### config.mk
export PLATFORM = sky130hd
export DESIGN_NAME = parking_billing
export DESIGN_NICKNAME = d
export VERILOG_FILES = /design/src/rtl/parking_billing.sv
export SDC_FILE = /design/constraint.sdc
export NUM_CORES = 1
export LEC_CHECK = 0
export ABC_CLOCK_PERIOD_IN_PS = 24500
export CAP_MARGIN = 20
export CORE_MARGIN = 2
export CORE_UTILIZATION = 45
export DETAILED_ROUTE_END_ITERATION = 8
export PLACE_DENSITY = 0.64
export SYNTH_ARGS = -nofsm -noshare
export SYNTH_HDL_FRONTEND = slang
export SYNTH_SLANG_ARGS = --single-unit
### constraint.sdc
create_clock -name clk -period 24.5 [get_ports clk]
set_input_delay 2.45 -clock clk [delete_from_list [all_inputs] [get_ports clk]]
set_output_delay 2.45 -clock clk [all_outputs]
set_load 0.01 [all_outputs]
### src/rtl/parking_billing.sv
// Parking lot billing: per-slot entry-hour table, exit fee/duration over valid/ready, occupancy.
// Optional PARK_DAILY_CAP_EN clamps each stay's fee to DAILY_CAP.
module parking_billing #(
    parameter int NUM_SLOTS      = 8,
    parameter int SLOT_W         = 3,
    parameter int FIRST_HOUR_FEE = 50,
    parameter int HOURLY_FEE     = 20,
    parameter int DAILY_CAP      = 300
) (
    input  logic              clk,
    input  logic              rst,
    input  logic [11:0]       clock_time,
    input  logic              req_valid,
    output logic              req_ready,
    input  logic              req_exit,
    input  logic [SLOT_W-1:0] req_slot,
    output logic              fee_valid,
    input  logic              fee_ready,
    output logic [15:0]       fee,
    output logic [4:0]        duration,
    output logic              err,
    output logic [6:0]        occupancy,
    output logic              full
);

`ifdef PARK_DAILY_CAP_EN
    localparam bit CAP_EN = 1'b1;
`else
    localparam bit CAP_EN = 1'b0;
`endif

    typedef enum logic [1:0] {IDLE, ENTRY, CALC, OUT} state_t;

    state_t             state_q;
    logic               pend_q;
    logic               exit_q;
    logic [SLOT_W-1:0]  slot_q;
    logic [4:0]         hr_q;
    logic [NUM_SLOTS-1:0] vld_q;
    logic [4:0]         entry_q [NUM_SLOTS];
    logic               ready_q;
    logic               fee_valid_q;
    logic               err_q;
    logic [15:0]        fee_q;
    logic [4:0]         dur_q;
    logic [6:0]         occ_q;

    logic [4:0]  hr_in;
    logic        slot_ok;
    logic        slot_busy;
    logic [4:0]  ent;
    logic [5:0]  diff_d;
    logic [4:0]  billed_d;
    logic [15:0] fee_d;

    function automatic logic [15:0] sat16(input logic [31:0] v);
        return (v > 32'h0000_FFFF) ? 16'hFFFF : v[15:0];
    endfunction

    function automatic logic [15:0] cap_fee(input logic [15:0] f);
        return (CAP_EN && (32'(f) > 32'(DAILY_CAP))) ? 16'(DAILY_CAP) : f;
    endfunction

    assign hr_in     = (clock_time > 12'd23) ? 5'd23 : clock_time[4:0];
    assign slot_ok   = (int'(slot_q) < NUM_SLOTS);
    assign slot_busy = slot_ok ? vld_q[slot_q] : 1'b0;
    assign ent       = entry_q[slot_q];

    // Duration wraps across midnight; a same-hour stay still bills one hour.
    assign diff_d   = (hr_q >= ent) ? ({1'b0, hr_q} - {1'b0, ent})
                                    : ({1'b0, hr_q} + 6'd24 - {1'b0, ent});
    assign billed_d = (diff_d == 6'd0) ? 5'd1 : diff_d[4:0];
    assign fee_d    = cap_fee(sat16(32'(FIRST_HOUR_FEE)
                                    + (32'(billed_d) - 32'd1) * 32'(HOURLY_FEE)));

    // The accept edge only captures the request; decode happens the following cycle.
    always_ff @(posedge clk) begin
        if (rst) begin
            state_q     <= IDLE;
            pend_q      <= 1'b0;
            ready_q     <= 1'b0;
            fee_valid_q <= 1'b0;
            fee_q       <= 16'd0;
            dur_q       <= 5'd0;
            err_q       <= 1'b0;
            occ_q       <= 7'd0;
            vld_q       <= '0;
        end else begin
            err_q <= 1'b0;
            case (state_q)
                IDLE: begin
                    if (pend_q) begin
                        pend_q <= 1'b0;
                        if (!slot_ok) begin
                            err_q   <= 1'b1;
                            ready_q <= 1'b1;
                        end else begin
                            state_q <= exit_q ? CALC : ENTRY;
                        end
                    end else if (req_valid && ready_q) begin
                        pend_q  <= 1'b1;
                        ready_q <= 1'b0;
                        slot_q  <= req_slot;
                        hr_q    <= hr_in;
                        exit_q  <= req_exit;
                    end else begin
                        ready_q <= 1'b1;
                    end
                end
                ENTRY: begin
                    if (slot_busy) begin
                        err_q <= 1'b1;
                    end else begin
                        entry_q[slot_q] <= hr_q;
                        vld_q[slot_q]   <= 1'b1;
                        occ_q           <= occ_q + 7'd1;
                    end
                    state_q <= IDLE;
                    ready_q <= 1'b1;
                end
                CALC: begin
                    if (!slot_busy) begin
                        err_q   <= 1'b1;
                        state_q <= IDLE;
                        ready_q <= 1'b1;
                    end else begin
                        fee_q         <= fee_d;
                        dur_q         <= billed_d;
                        vld_q[slot_q] <= 1'b0;
                        occ_q         <= occ_q - 7'd1;
                        fee_valid_q   <= 1'b1;
                        state_q       <= OUT;
                    end
                end
                OUT: begin
                    if (fee_ready) begin
                        fee_valid_q <= 1'b0;
                        state_q     <= IDLE;
                        ready_q     <= 1'b1;
                    end
                end
                default: begin
                    state_q <= IDLE;
                    ready_q <= 1'b0;
                end
            endcase
        end
    end

    assign req_ready = ready_q;
    assign fee_valid = fee_valid_q;
    assign fee       = fee_q;
    assign duration  = dur_q;
    assign err       = err_q;
    assign occupancy = occ_q;
    assign full      = (occ_q == 7'(NUM_SLOTS));

endmodule

==> impl_metrics.json, run 1 <==
{
  "clockBufferDepth": 2,
  "drtIter0Drc": 216,
  "antenna_found_initial": 0,
  "start_util": 0.4558,
  "seq_area_frac_synth": 0.4597,
  "reg2regPathDepth": 29,
  "setup_tns_ps": 0,
  "synth_edf_count": 49,
  "synth_ff_type": "edfxtp_1",
  "post_cts_buffers": 0,
  "startpoint_type": "flip-flop",
  "maxSlewHeadroom": 0.3662,
  "p_sw_mw": 0.1228,
  "pwr-share-seq": 0.419,
  "drv_cap": 0,
  "drc": 0,
  "period_minus_slack_ps": 8913,
  "min_to": "fee[1]",
  "clock_skew_ps": 10.32,
  "yosysUniqueCellTypes": 57,
  "leakage_nw": 2.200,
  "ys_ff_latch": 94,
  "hp-class": "flip-flop to flip-flop",
  "yosysWarnings": 0,
  "wl_per_cell_um": 15.62,
  "postPlaceCellArea_mm2": 0.005791,
  "max_stage_delay_ps": 820,
  "worstSetupPathType": "flip-flop to flip-flop",
  "num-nets-final": 578,
  "intPower_mw": 0.2827,
  "slowest_stage": "a2111oi_4",
  "vias_per_cell": 5.409,
  "status": "completed",
  "dr.pass1.iters": 5,
  "min_path_cells": 2,
  "core_mm2": 0.01132,
  "max_freq_ghz": 0.1122,
  "vias": 3586,
  "grt_first_pass_wirelength_mm": 17.25,
  "io_buffers": 51,
  "syn_area_mm2": 0.005160,
  "gp_congestion": 0.8667,
  "path_buf_inv": 3,
  "p_comb_frac": 0.266,
  "rr_endpoint": "fee[6]",
  "grt-ovfl-total": 0,
  "htree_levels": 3,
  "cts.sinks": 94,
  "required_ps": 24680,
  "avgSynthCellArea_um2": 11.03,
  "area_growth_pct": 17.43,
  "cts_tree": "yes",
  "worstMarginPinSlew_ps": 947.1,
  "powerDensity_mw_per_mm2": 66.90,
  "critPathTopFamily": "compound AO/OA/AOI/OAI gates",
  "layout-drive-gt1-share": 0.1019,
  "pwr-share-clk": 0.315,
  "cpMostUsedCell": "ha_1",
  "die_w_um": 111.1,
  "pin_count": 52,
  "max-vdd-ir-drop_uv": 42.77,
  "fin_crit_sh": 0.3638,
  "cts_buffers": 9,
  "postRouteAntennaNets": 0,
  "whs_ps": 471.8,
  "cts_resized": 0,
  "grt_pass1_vias": 3612,
  "finalHoldViolCount": 0,
  "path_max_fanout": 15,
  "rows": 39,
  "finalPower_mw": 0.4054,
  "design_area_mm2": 0.006060,
  "syn_inst": 468,
  "grt_start_max_net_pins": 46,
  "wl_mm": 10.36,
  "critPathCaptureType": "flip-flop",
  "clkTransAtPathRegs_ps": 70,
  "clk-insertion-delay-late_ps": 350,
  "synth.net_count": 531,
  "antenna_cells": 0,
  "fp.dieArea_mm2": 0.01234,
  "grt_setup_unrepaired": "no",
  "synthArstFlopShare": 0,
  "dp_hpwl_mm": 7.665,
  "fin_util": 0.5353,
  "min_from": "fee[1]",
  "rrSetupSlack_ps": 15590,
  "finalSetupViolCount": 0,
  "holdBufCountCts": 0,
  "report.final.slew_viol_count": 0,
  "fp.dieH_um": 111.1,
  "arrival_ps": 9100,
  "p_sw_frac": 0.3028,
  "grt.total_usage": 0.1751,
  "clockRootBuffer": "clkbuf_16"
}
==> cells in the final DEF, fill, tap and decap left out, types with 9 or more instances in the layout <==
master	synthesis	final
mux4_2	12	12
mux2i_1	14	14
ha_1	37	37
clkbuf_16	0	9
o21ai_0	15	15
nor2_1	61	61
inv_1	25	25
xnor2_1	11	11
a21oi_1	19	19
a21o_1	9	9
clkdlybuf4s50_1	0	51
nand3_1	10	10
a211oi_1	19	19
nand2_1	23	23
dfxtp_1	45	45
xor2_1	11	11
edfxtp_1	49	49
nor3_1	11	11
==> worst max path at each step <==
stage,startpoint,endpoint,cells past startpoint
5_1_grt,flip-flop,fee[9],29
3_5_place_dp,flip-flop,fee[12],28
6_report,flip-flop,fee[6],29
2_1_floorplan,flip-flop,fee[6],31
3_3_place_gp,flip-flop,fee[4],29
4_1_cts,flip-flop,fee[6],29
==> worst reg2reg max path: cells and delay by family (launching register included) <==
kind / cells / cell delay, ps
flip-flops: 1 / 750
AO/OA/AOI/OAI: 7 / 2190
XOR/XNOR: 1 / 240
multiplexers: 3 / 1170
buffers and inverters: 3 / 270
AND/OR/NAND/NOR: 9 / 2090
adder cells (fa/ha/maj): 6 / 2050
==> per-layer routing <==
layer  global-route usage  vias up  share of wire
li1                     -     1797              -
met1               0.2250     1747           0.47
met2               0.2912       32           0.50
met3              0.03937       10          0.022
met4              0.06502        0          0.016
met5                    0        -              0
==> per-stage QoR <==
stage | cells | setup WS, ps
after floorplan | 468 | 16610
after global placement | 647 | 15890
after detailed placement | 647 | 15640
after CTS | 663 | 15570
after global routing | 663 | 14960
final | 663 | 15590
==> cell usage after synthesis (9+ instances only) <==
library cell	n	area, um2
a211oi_1	19	142.6
a21o_1	9	67.56
a21oi_1	19	95.09
clkbuf_1	13	48.80
dfxtp_1	45	900.9
edfxtp_1	49	1471
ha_1	37	462.9
inv_1	25	93.84
mux2i_1	14	140.1
mux4_2	12	270.3
nand2_1	23	86.33
nand3_1	10	50.05
nor2_1	61	229.0
nor3_1	11	55.05
o21ai_0	15	75.07
xnor2_1	11	96.34
xor2_1	11	96.34
==> power by group through the flow <==
stage | clock network (mW) | logic (mW) | registers (mW)
floorplan | 0 | 0.0846 | 0.172
global placement | 0 | 0.106 | 0.173
detailed placement | 0 | 0.106 | 0.174
CTS | 0.132 | 0.109 | 0.170
global route | 0.138 | 0.122 | 0.170
finish | 0.128 | 0.108 | 0.170
==> kinds of logic (layout without fill, tap and decap cells) <==
kind of cell | Yosys count | count (layout) | synth area share
simple gates | 152 | 152 | 0.1474
xor+xnor | 22 | 22 | 0.03734
flops | 94 | 94 | 0.4597
buf+inv | 42 | 94 | 0.03249
fa+ha+maj | 43 | 43 | 0.1130
mux | 33 | 33 | 0.09554
compound gates | 82 | 82 | 0.1145
==> final cells by class <==
class,count,area [um2]
Clock inverter,5,36.28
Timing Repair Buffer,53,525.5
Inverter,25,93.84
Tap cell,143,178.9
Clock buffer,11,232.7
Sequential cell,94,2372
Fill cell,1030,5261
Multi-Input combinational cell,332,2620
No activity file was read; power rests on OpenSTA's default activity.
==> run 2, diff against run 1 <==
- ABC_CLOCK_PERIOD_IN_PS: 24500 -> 9300
- clock period: 24.5 -> 9.3 ns (I/O delays scaled with it)
==> run 2 against run 1 <==
Effect of this change:
- sequential share of layout area shrank 0.30 points
- global-route usage grew 0.094 points
- die area is the same
- count of clock-buffer cells in the layout shrank 1
- critical path type unchanged
- first-iteration DRC count grew 15%
- non-clock buffer count grew 3
- clock power grew to 2.8 times the previous value
- total power grew to 2.7 times the previous value
- via count is essentially flat
- sequential power grew to 2.6 times the previous value
- critical path depth grew 1
==> impl_metrics.json, run 2 (synthesized netlist as in run 1, its figures left out) <==
{
  "cts_tree": "yes",
  "clockRootBuffer": "clkbuf_16",
  "cpMostUsedCell": "ha_1",
  "num-nets-final": 581,
  "pin_count": 52,
  "grt_start_max_net_pins": 46,
  "post_cts_buffers": 0,
  "antenna_found_initial": 0,
  "dr.pass1.iters": 4,
  "finalHoldViolCount": 0,
  "die_w_um": 111.1,
  "max_stage_delay_ps": 570,
  "area_growth_pct": 18.33,
  "layout-drive-gt1-share": 0.1109,
  "leakage_nw": 2.229,
  "grt-ovfl-total": 0,
  "htree_levels": 3,
  "grt_setup_unrepaired": "no",
  "final_cell_mix": "nor2_1 (61), clkdlybuf4s50_1 (51), edfxtp_1 (49)",
  "core_mm2": 0.01132,
  "vias": 3587,
  "slowest_stage": "or4b_1",
  "fin_util": 0.5393,
  "design_area_mm2": 0.006106,
  "clockBufferDepth": 2,
  "ff_latch_area_mm2": 0.002372,
  "grt.total_usage": 0.1761,
  "required_ps": 9520,
  "drv_cap": 0,
  "cts_resized": 0,
  "antenna_cells": 0,
  "dp_hpwl_mm": 7.641,
  "max-vdd-ir-drop_uv": 98.41,
  "gp_congestion": 0.8687,
  "start_util": 0.4558,
  "grt_first_pass_wirelength_mm": 17.37,
  "powerDensity_mw_per_mm2": 178.0,
  "fp.dieH_um": 111.1,
  "holdBufCountCts": 0,
  "clk-insertion-delay-late_ps": 350,
  "hp-class": "flip-flop to flip-flop",
  "drc": 0,
  "io_buffers": 51,
  "period_minus_slack_ps": 8450,
  "maxSlewHeadroom": 0.3387,
  "finalSetupViolCount": 0,
  "rows": 39,
  "cts.sinks": 94,
  "whs_ps": 466.5,
  "path_max_fanout": 8,
  "postRouteAntennaNets": 0,
  "arrival_ps": 8670,
  "drtIter0Drc": 248,
  "worstMarginPinSlew_ps": 988.3,
  "fp.dieArea_mm2": 0.01234,
  "multi_input_area_mm2": 0.002620,
  "worstSetupPathType": "flip-flop to flip-flop",
  "final_common_cell": "nor2_1",
  "setup_tns_ps": 0,
  "clock_skew_ps": 6.298,
  "startpoint_type": "flip-flop",
  "vias_per_cell": 5.386,
  "cts_buffers": 9,
  "wl_mm": 10.26,
  "status": "completed",
  "wl_per_cell_um": 15.40,
  "max_freq_ghz": 0.1183,
  "grt_pass1_vias": 3559,
  "report.final.slew_viol_count": 0,
  "fillers": 1012,
  "clkTransAtPathRegs_ps": 70,
  "fin_crit_sh": 0.9086,
  "postPlaceCellArea_mm2": 0.005813,
  "critPathCaptureType": "flip-flop"
}
-- run 2: worst max-delay path: cells and delay by family, from the launching register on --
kind	cells	cell delay [ps]
muxes	3	1090
DFF	1	440
adders and majority gates	6	2030
and+or+nand+nor	9	2030
xor gates and xnor gates	1	270
buffers and inverters	4	700
AOI/OAI and AO/OA	7	1750
-- run 2: power breakdown --
group	switching (mW)	internal, mW	total [mW]
sequential	0.00755	0.439	0.447
clock	0.162	0.192	0.354
combinational	0.161	0.125	0.286
total	0.331	0.756	1.09
-- run 2: area by class of cell --
| cell class | count | share of cell area |
|---|---|---|
| Clock buffer | 10 | 0.03914 |
| Clock inverter | 6 | 0.008811 |
| Inverter | 25 | 0.01537 |
| Multi-Input combinational cell | 332 | 0.4291 |
| Sequential cell | 94 | 0.3885 |
| Tap cell | 143 | 0.02930 |
| Timing Repair Buffer | 56 | 0.08975 |
-- run 2: worst paths after layout --
path,start,end,slack (ps),depth (start not counted)
hold / removal,fee[1],fee[1],470,2
setup / recovery,flip-flop,fee[14],850,30
hold reg to reg,fee[1],fee[1],470,2
setup reg to reg,flip-flop,fee[14],850,30
-- run 2: through the flow --
step	worst slack (ps)	total power [mW]	instances
3_3_place_gp	1040	0.7352	650
4_1_cts	828.4	1.098	666
2_1_floorplan	1406	0.6748	468
3_5_place_dp	886.1	0.7372	650
6_report	850.4	1.087	666
5_1_grt	226.0	1.151	666
-- run 2: layer usage --
metal	GRT usage	wire, um
met5	0	0
met2	0.2736	4909
met1	0.2370	4774
met3	0.03937	329
met4	0.07901	241
